<file path="config.mk">
export PLATFORM = sky130hd
export DESIGN_NAME = nine_segment_scan_controller
export DESIGN_NICKNAME = d
export VERILOG_FILES = /design/src/rtl/nine_segment_pkg.sv /design/src/rtl/nine_segment_slot_timer.sv /design/src/rtl/nine_segment_scan_controller.sv
export SDC_FILE = /design/constraint.sdc
export NUM_CORES = 1
export LEC_CHECK = 0
export CORE_MARGIN = 10
export CORE_UTILIZATION = 40
export DETAILED_ROUTE_END_ITERATION = 10
export SLEW_MARGIN = 20
export SYNTH_ARGS = -nofsm -noshare
export SYNTH_HDL_FRONTEND = slang
export SYNTH_HIERARCHICAL = 1
export SYNTH_SLANG_ARGS = --single-unit
export TNS_END_PERCENT = 10
</file>
<file path="constraint.sdc">
create_clock -name clk -period 2.6 [get_ports clk]
set_input_delay 0.39 -clock clk [delete_from_list [all_inputs] [get_ports clk]]
set_output_delay 0.39 -clock clk [all_outputs]
set_load 0.05 [all_outputs]
</file>
<file path="src/rtl/nine_segment_pkg.sv">
// Shared types and helpers for the nine-segment row-scan controller.
// Contents: scan FSM state type, row index type, frame row bit positions,
// and the 4-bit gamma table used when NINE_SEG_GAMMA_EN is defined.
package nine_segment_pkg;

  localparam int unsigned SEG_W = 9;  // one frame: three rows of three columns
  localparam int unsigned ROW_W = 3;  // columns per row / number of rows

  // Bit position of each row inside a frame word; columns are col2..col0 MSB-first.
  localparam int unsigned ROW2_LSB = 6;
  localparam int unsigned ROW1_LSB = 3;
  localparam int unsigned ROW0_LSB = 0;

  typedef enum logic [1:0] {
    IDLE  = 2'd0,
    BLANK = 2'd1,
    DRIVE = 2'd2
  } scan_state_t;

  typedef logic [1:0] row_idx_t;

  // Perceptual brightness curve: 16 linear codes -> on-step count.
  function automatic logic [3:0] gamma4(input logic [3:0] idx);
    logic [3:0] g;
    case (idx)
      4'd0:    g = 4'd0;
      4'd1:    g = 4'd1;
      4'd2:    g = 4'd1;
      4'd3:    g = 4'd1;
      4'd4:    g = 4'd2;
      4'd5:    g = 4'd2;
      4'd6:    g = 4'd3;
      4'd7:    g = 4'd4;
      4'd8:    g = 4'd5;
      4'd9:    g = 4'd6;
      4'd10:   g = 4'd7;
      4'd11:   g = 4'd8;
      4'd12:   g = 4'd10;
      4'd13:   g = 4'd11;
      4'd14:   g = 4'd13;
      default: g = 4'd15;
    endcase
    return g;
  endfunction

endpackage

</file>
<file path="src/rtl/nine_segment_slot_timer.sv">
// Row-slot timer: counts 0..SLOT-1 while running, restarts at 0 otherwise.
// Ports: clk_i, rst_i (async, active-high), run_i (advance), bright_i (on-steps);
// combinational flags in_blank_c_o, last_blank_c_o, slot_start_c_o, lit_c_o, slot_end_c_o.
module nine_segment_slot_timer
  import nine_segment_pkg::*;
#(
  parameter int unsigned DEAD_CYCLES = 2,
  parameter int unsigned STEP_CYCLES = 1,
  parameter int unsigned BRIGHT_W    = 4
) (
  input  logic                clk_i,
  input  logic                rst_i,
  input  logic                run_i,
  input  logic [BRIGHT_W-1:0] bright_i,
  output logic                in_blank_c_o,
  output logic                last_blank_c_o,
  output logic                slot_start_c_o,
  output logic                lit_c_o,
  output logic                slot_end_c_o
);

  localparam int unsigned SLOT  = DEAD_CYCLES + ((2 ** BRIGHT_W) - 1) * STEP_CYCLES;
  localparam int unsigned CNT_W = $clog2(SLOT);

  logic [CNT_W-1:0] cnt_q, cnt_d;
  logic [31:0]      on_off_c, on_lim_c;

  // Advance while running, wrap at slot end; hold at 0 when stopped.
  always_comb begin
    cnt_d = '0;
    if (run_i && !slot_end_c_o) cnt_d = cnt_q + CNT_W'(1);
  end

  always_ff @(posedge clk_i or posedge rst_i) begin
    if (rst_i) cnt_q <= '0;
    else       cnt_q <= cnt_d;
  end

  assign slot_end_c_o   = (cnt_q == CNT_W'(SLOT - 1));
  assign slot_start_c_o = (cnt_q == '0);
  assign in_blank_c_o   = (cnt_q < CNT_W'(DEAD_CYCLES));
  assign last_blank_c_o = (cnt_q == CNT_W'(DEAD_CYCLES - 1));

  // Offset into the drive window versus the number of lit cycles; the
  // subtraction wraps during dead time, which in_blank masks off.
  assign on_off_c = 32'(cnt_q) - 32'(DEAD_CYCLES);
  assign on_lim_c = 32'(bright_i) * 32'(STEP_CYCLES);
  assign lit_c_o  = !in_blank_c_o && (on_off_c < on_lim_c);

endmodule

</file>
<file path="src/rtl/nine_segment_scan_controller.sv">
// Row-scan scheduler for a 3x3 common-anode nine-segment LED.
// Frames arrive on a valid/ready handshake into a pending buffer and are
// promoted to the active buffer at the end of the row 0 slot. Each row slot
// starts with DEAD_CYCLES of blanking, then PWM-lit for bright*STEP_CYCLES.
// Ports: clk, reset (async, active-high), enable, frame_data/frame_valid/
// frame_ready, brightness; registered outputs rows (one-hot, active-high),
// cols (active-low), frame_start (pulse at start of row 2 slot).
// Build option: define NINE_SEG_GAMMA_EN to map brightness through gamma4().
module nine_segment_scan_controller
  import nine_segment_pkg::*;
#(
  parameter int unsigned DEAD_CYCLES = 2,
  parameter int unsigned STEP_CYCLES = 1,
  parameter int unsigned BRIGHT_W    = 4
) (
  input  logic                clk,
  input  logic                reset,
  input  logic                enable,
  input  logic [SEG_W-1:0]    frame_data,
  input  logic                frame_valid,
  output logic                frame_ready,
  input  logic [BRIGHT_W-1:0] brightness,
  output logic [ROW_W-1:0]    rows,
  output logic [ROW_W-1:0]    cols,
  output logic                frame_start
);

  scan_state_t         state_q, state_d;
  row_idx_t            row_q, row_d;
  logic [BRIGHT_W-1:0] bright_q, bright_d, bright_eff;
  logic [SEG_W-1:0]    active_q, active_d, pending_q, pending_d;
  logic                pending_full_q, pending_full_d;
  logic                ready_q;
  logic [ROW_W-1:0]    rows_q, rows_d, cols_q, cols_d, seg_row;
  logic                fs_q, fs_d;

  logic in_blank, last_blank, slot_start, lit, slot_end;
  logic running, start, boundary, accept;

  assign running  = enable && (state_q != IDLE);
  assign start    = enable && (state_q == IDLE);
  assign boundary = running && slot_end && (row_q == 2'd0);
  assign accept   = frame_valid && ready_q;

`ifdef NINE_SEG_GAMMA_EN
  // Top four bits index the table; result is left-aligned to BRIGHT_W.
  assign bright_eff = BRIGHT_W'(gamma4(bright_q[BRIGHT_W-1 -: 4])) << (BRIGHT_W - 4);
`else
  assign bright_eff = bright_q;
`endif

  nine_segment_slot_timer #(
    .DEAD_CYCLES(DEAD_CYCLES),
    .STEP_CYCLES(STEP_CYCLES),
    .BRIGHT_W   (BRIGHT_W)
  ) u_timer (
    .clk_i         (clk),
    .rst_i         (reset),
    .run_i         (running),
    .bright_i      (bright_eff),
    .in_blank_c_o  (in_blank),
    .last_blank_c_o(last_blank),
    .slot_start_c_o(slot_start),
    .lit_c_o       (lit),
    .slot_end_c_o  (slot_end)
  );

  // FSM state register
  always_ff @(posedge clk or posedge reset) begin
    if (reset) state_q <= IDLE;
    else       state_q <= state_d;
  end

  // FSM next state; dropping enable forces IDLE from anywhere
  always_comb begin
    state_d = state_q;
    unique case (state_q)
      IDLE:    if (enable) state_d = BLANK;
      BLANK:   if (last_blank) state_d = DRIVE;
      DRIVE:   if (slot_end) state_d = BLANK;
      default: state_d = IDLE;
    endcase
    if (!enable) state_d = IDLE;
  end

  // Column pattern of the row currently being scanned
  always_comb begin
    seg_row = active_q[ROW0_LSB +: ROW_W];
    case (row_q)
      2'd2:    seg_row = active_q[ROW2_LSB +: ROW_W];
      2'd1:    seg_row = active_q[ROW1_LSB +: ROW_W];
      default: seg_row = active_q[ROW0_LSB +: ROW_W];
    endcase
  end

  // FSM outputs (registered below); enable low blanks on the next edge
  always_comb begin
    rows_d = '0;
    cols_d = '1;
    fs_d   = 1'b0;
    if (enable && (state_q == DRIVE) && lit) begin
      rows_d = ROW_W'(1) << row_q;
      cols_d = ~seg_row;
    end
    if (enable && (state_q == BLANK) && in_blank && slot_start && (row_q == 2'd2)) fs_d = 1'b1;
  end

  // Row sequencing, brightness latch and frame double buffer
  always_comb begin
    row_d = row_q;
    if (!running)     row_d = 2'd2;
    else if (slot_end) row_d = (row_q == 2'd0) ? 2'd2 : row_q - 2'd1;

    bright_d       = (start || boundary) ? brightness : bright_q;
    active_d       = (boundary && pending_full_q) ? pending_q : active_q;
    pending_d      = accept ? frame_data : pending_q;
    pending_full_d = accept || (pending_full_q && !boundary);
  end

  always_ff @(posedge clk or posedge reset) begin
    if (reset) begin
      row_q          <= 2'd2;
      bright_q       <= '0;
      active_q       <= '0;
      pending_q      <= '0;
      pending_full_q <= 1'b0;
      ready_q        <= 1'b1;
      rows_q         <= '0;
      cols_q         <= '1;
      fs_q           <= 1'b0;
    end else begin
      row_q          <= row_d;
      bright_q       <= bright_d;
      active_q       <= active_d;
      pending_q      <= pending_d;
      pending_full_q <= pending_full_d;
      ready_q        <= !pending_full_d;
      rows_q         <= rows_d;
      cols_q         <= cols_d;
      fs_q           <= fs_d;
    end
  end

  assign frame_ready = ready_q;
  assign rows        = rows_q;
  assign cols        = cols_q;
  assign frame_start = fs_q;

endmodule

</file>
==> results.sh <==
export IMPL_min_delay_path_class="input port to asynchronous set/reset pin"
export IMPL_gp_congestion=0.903
export IMPL_timing_setup_critical_path_class="flip-flop to flip-flop"
export IMPL_worst_setup_path_start_kind="flip-flop"
export IMPL_final_min_period_over_clock_period_pct=91.4
export IMPL_clkSinkCount=40
export IMPL_design_core_area_mm2=0.00441
export IMPL_p_leak_nw=1.04
export IMPL_cts_root_buffer_cell="sky130_fd_sc_hd__clkbuf_8"
export IMPL_synth_fp_nets=178
export IMPL_synth_distinct_cells=34
export IMPL_timing_reg2reg_worst_path_depth=10
export IMPL_edff_count_synth=0
export IMPL_run_status="completed"
export IMPL_syn_area_per_cell_um2=12.2
export IMPL_remaining_antenna_violation_count_after_routing=0
export IMPL_grt_setup_unrepaired="false"
export IMPL_netlist_instances=150
export IMPL_crit_path_end_kind="flip-flop"
export IMPL_pwr_density_cell_mw_per_mm2=643
export IMPL_syn_to_final_growth_pct=23.4
export IMPL_r2r_start="u_timer/cnt_q[1]$_DFF_PP0_"
export IMPL_cts_reportedPaths_clkPinSlew_ps=80
export IMPL_first_global_vias=1305
export IMPL_synth_largest_type_area_fraction_pct=47.7
export IMPL_pin_count_of_the_biggest_net_entering_global_routing=36
export IMPL_slew_headroom_pct=66.0
export IMPL_design_power_total_w=0.00146
export IMPL_floorplan_die_area_mm2=0.00770
export IMPL_hpwlAfterDp_mm=2.65
export IMPL_max_cap_viol_count=0
export IMPL_post_syn_area_mm2=0.00184
export IMPL_die_width_um=87.8
export IMPL_synth_flop_type="sky130_fd_sc_hd__dfrtp_1"
export IMPL_cts_buf_count=5
export IMPL_globalRouteOverflowTotal=0
export IMPL_timing_clock_skew_ps=5.69
export IMPL_seq_area_frac_synth_pct=54.8
export IMPL_clk_path_buf_depth=2
export IMPL_grt_first_pass_wirelength_mm=6.26
export IMPL_initial_antenna_violation_count=0
export IMPL_initialDrtViolationCount=42
export IMPL_postCtsResizedCells=0
export IMPL_synth_seq_cells=40
export IMPL_die_height_um=87.8
export IMPL_mostFrequentLayoutCell="sky130_fd_sc_hd__dfrtp_1"
export IMPL_initial_utilization_pct=41.6
export IMPL_final_hold_violation_count=0
export IMPL_final_core_util_pct=51.3
export IMPL_routedWlPerCell_um=15.0
export IMPL_synthArstFlopShare_pct=100
export IMPL_ir_drop_worst_vdd_uv=282
export IMPL_fmax_mhz=421
export IMPL_totalWireLength_mm=3.50
export IMPL_cts_tree="built"
export IMPL_period_needed_ps=2380
export IMPL_fin_tns_setup_ps=0
export IMPL_most_common_layout_cells="sky130_fd_sc_hd__dfrtp_1, sky130_fd_sc_hd__clkdlybuf4s50_1, sky130_fd_sc_hd__mux2_2"
export IMPL_hold_worst_slack_ps=330
export IMPL_fp_row_count=24
export IMPL_drtPass1Iterations=4
export IMPL_place_port_buffers=24
export IMPL_drive_gt1_share_pct=22.7
export IMPL_clk_insertion_delay_late_ps=290
export IMPL_synth_warning_count=6
export IMPL_depth_of_the_cts_h_tree=2
export IMPL_r2r_setup_slack_ps=220
export IMPL_track_usage_pct=10.3
export IMPL_cts_hold_fix_buffers=0
export IMPL_yosys_top_cells_area="sky130_fd_sc_hd__dfrtp_1, sky130_fd_sc_hd__mux2_2, sky130_fd_sc_hd__ha_1"
export IMPL_post_cts_repair_setup_buffers=0
export IMPL_worstPathArrival_ps=2610
export IMPL_nNetsFinal=208
export IMPL_timing_final_max_slew_violations=0
export IMPL_via_per_inst=5.04
export IMPL_routed_via_count=1174
export IMPL_post_route_drc_count=0
export IMPL_yosysTopAreaCell="sky130_fd_sc_hd__dfrtp_1"
export IMPL_timing_critical_path_required_ps=2830
export IMPL_i_o_pin_count=25
export IMPL_antenna_cells=0
export IMPL_slew_of_the_pin_with_the_lowest_slew_margin_ps=509
export IMPL_critPathMaxFanout=6
export IMPL_reg2reg_to="rows[1]$_DFF_PP0_"
export IMPL_setup_viol_count_final=0
## synthesized netlist by cell type (2+ instances only)
| master | number |
|---|---|
| sky130_fd_sc_hd__dfrtp_1 | 35 |
| sky130_fd_sc_hd__and3_1 | 3 |
| sky130_fd_sc_hd__dfstp_2 | 5 |
| sky130_fd_sc_hd__mux2_2 | 22 |
| sky130_fd_sc_hd__nand2_1 | 12 |
| sky130_fd_sc_hd__nor2_1 | 7 |
| sky130_fd_sc_hd__xor2_1 | 3 |
| sky130_fd_sc_hd__and2_1 | 4 |
| sky130_fd_sc_hd__buf_2 | 2 |
| sky130_fd_sc_hd__nand3_1 | 2 |
| sky130_fd_sc_hd__o21ai_0 | 2 |
| sky130_fd_sc_hd__ha_1 | 11 |
| sky130_fd_sc_hd__nor2b_1 | 2 |
| sky130_fd_sc_hd__nor3b_1 | 2 |
| sky130_fd_sc_hd__a22oi_1 | 3 |
| sky130_fd_sc_hd__inv_1 | 14 |
| sky130_fd_sc_hd__o211ai_1 | 4 |
## cell type report
type	instances	area (um2)
Inverter	14	52.6
Multi-Input combinational cell	93	759
Tap cell	52	65.1
Clock buffer	7	96.3
Clock inverter	1	30.0
Fill cell	395	2150
Timing Repair Buffer	26	255
Sequential cell	40	1010
## worst max-delay path, stage by stage, from the launching register on
cell and delay (ps):
sky130_fd_sc_hd__dfrtp_1 430, sky130_fd_sc_hd__inv_1 160, sky130_fd_sc_hd__ha_1 220, sky130_fd_sc_hd__xor2_1 200, sky130_fd_sc_hd__ha_1 280, sky130_fd_sc_hd__a221o_1 360, sky130_fd_sc_hd__nor4_2 140, sky130_fd_sc_hd__nand2_1 80
sky130_fd_sc_hd__nor3_1 150, sky130_fd_sc_hd__buf_4 160, sky130_fd_sc_hd__and2_1 130
## registers in the layout, summed over array words and instances (netlist names)
name / count
state_q: 2
rows: 3
row_q: 2
bright_eff: 4
u_timer/cnt_q: 5
pending_full_q: 1
pending_q: 9
active_q: 9
frame_start: 1
frame_ready: 1
cols: 3
## metal layers
metal / part of all wire (%) / global-route usage, % / vias up
met5: 0 / 0 / -
met3: 5.7 / 4.36 / 9
met1: 45 / 12.2 / 569
met2: 46 / 15.5 / 25
met4: 2.8 / 5.36 / 0
li1: - / - / 571
## logic make-up (layout without fill, tap and decap cells)
kind of cell | Yosys count | after routing | share of synthesized area, %
compound gates | 16 | 16 | 6.34
xor+xnor | 4 | 4 | 1.91
fa+ha+maj | 11 | 11 | 7.49
buf+inv | 17 | 48 | 3.81
flops | 40 | 40 | 54.8
mux | 23 | 23 | 14.0
simple gates | 39 | 39 | 11.6
## how the worst max path moves through the flow
stage / startpoint / cells past startpoint / to / slack, ps
after detailed placement: u_timer/cnt_q[1]$_DFF_PP0_ / 10 / rows[1]$_DFF_PP0_ / 220
after CTS: u_timer/cnt_q[1]$_DFF_PP0_ / 10 / rows[1]$_DFF_PP0_ / 190
after global placement: u_timer/cnt_q[1]$_DFF_PP0_ / 10 / rows[0]$_DFF_PP0_ / 360
after floorplan: u_timer/cnt_q[1]$_DFF_PP0_ / 9 / rows[0]$_DFF_PP0_ / 380
after global routing: u_timer/cnt_q[1]$_DFF_PP0_ / 10 / rows[1]$_DFF_PP0_ / 70
final: u_timer/cnt_q[1]$_DFF_PP0_ / 10 / rows[1]$_DFF_PP0_ / 220
## report_power, final
group / total, W / switching [W] / internal [W]
sequential: 0.000733 / 0.0000385 / 0.000694
clock: 0.000547 / 0.000209 / 0.000339
combinational: 0.000178 / 0.0000779 / 0.0000998
total: 0.00146 / 0.000325 / 0.00113
## stage by stage
stage | setup slack, ps | std cells | instance area (um2)
finish | 225 | 233 | 2270
global route | 67.1 | 233 | 2270
CTS | 186 | 233 | 2270
detailed placement | 215 | 225 | 2140
global placement | 362 | 225 | 2140
floorplan | 379 | 150 | 1840
No activity file was read; power rests on OpenSTA's default activity.
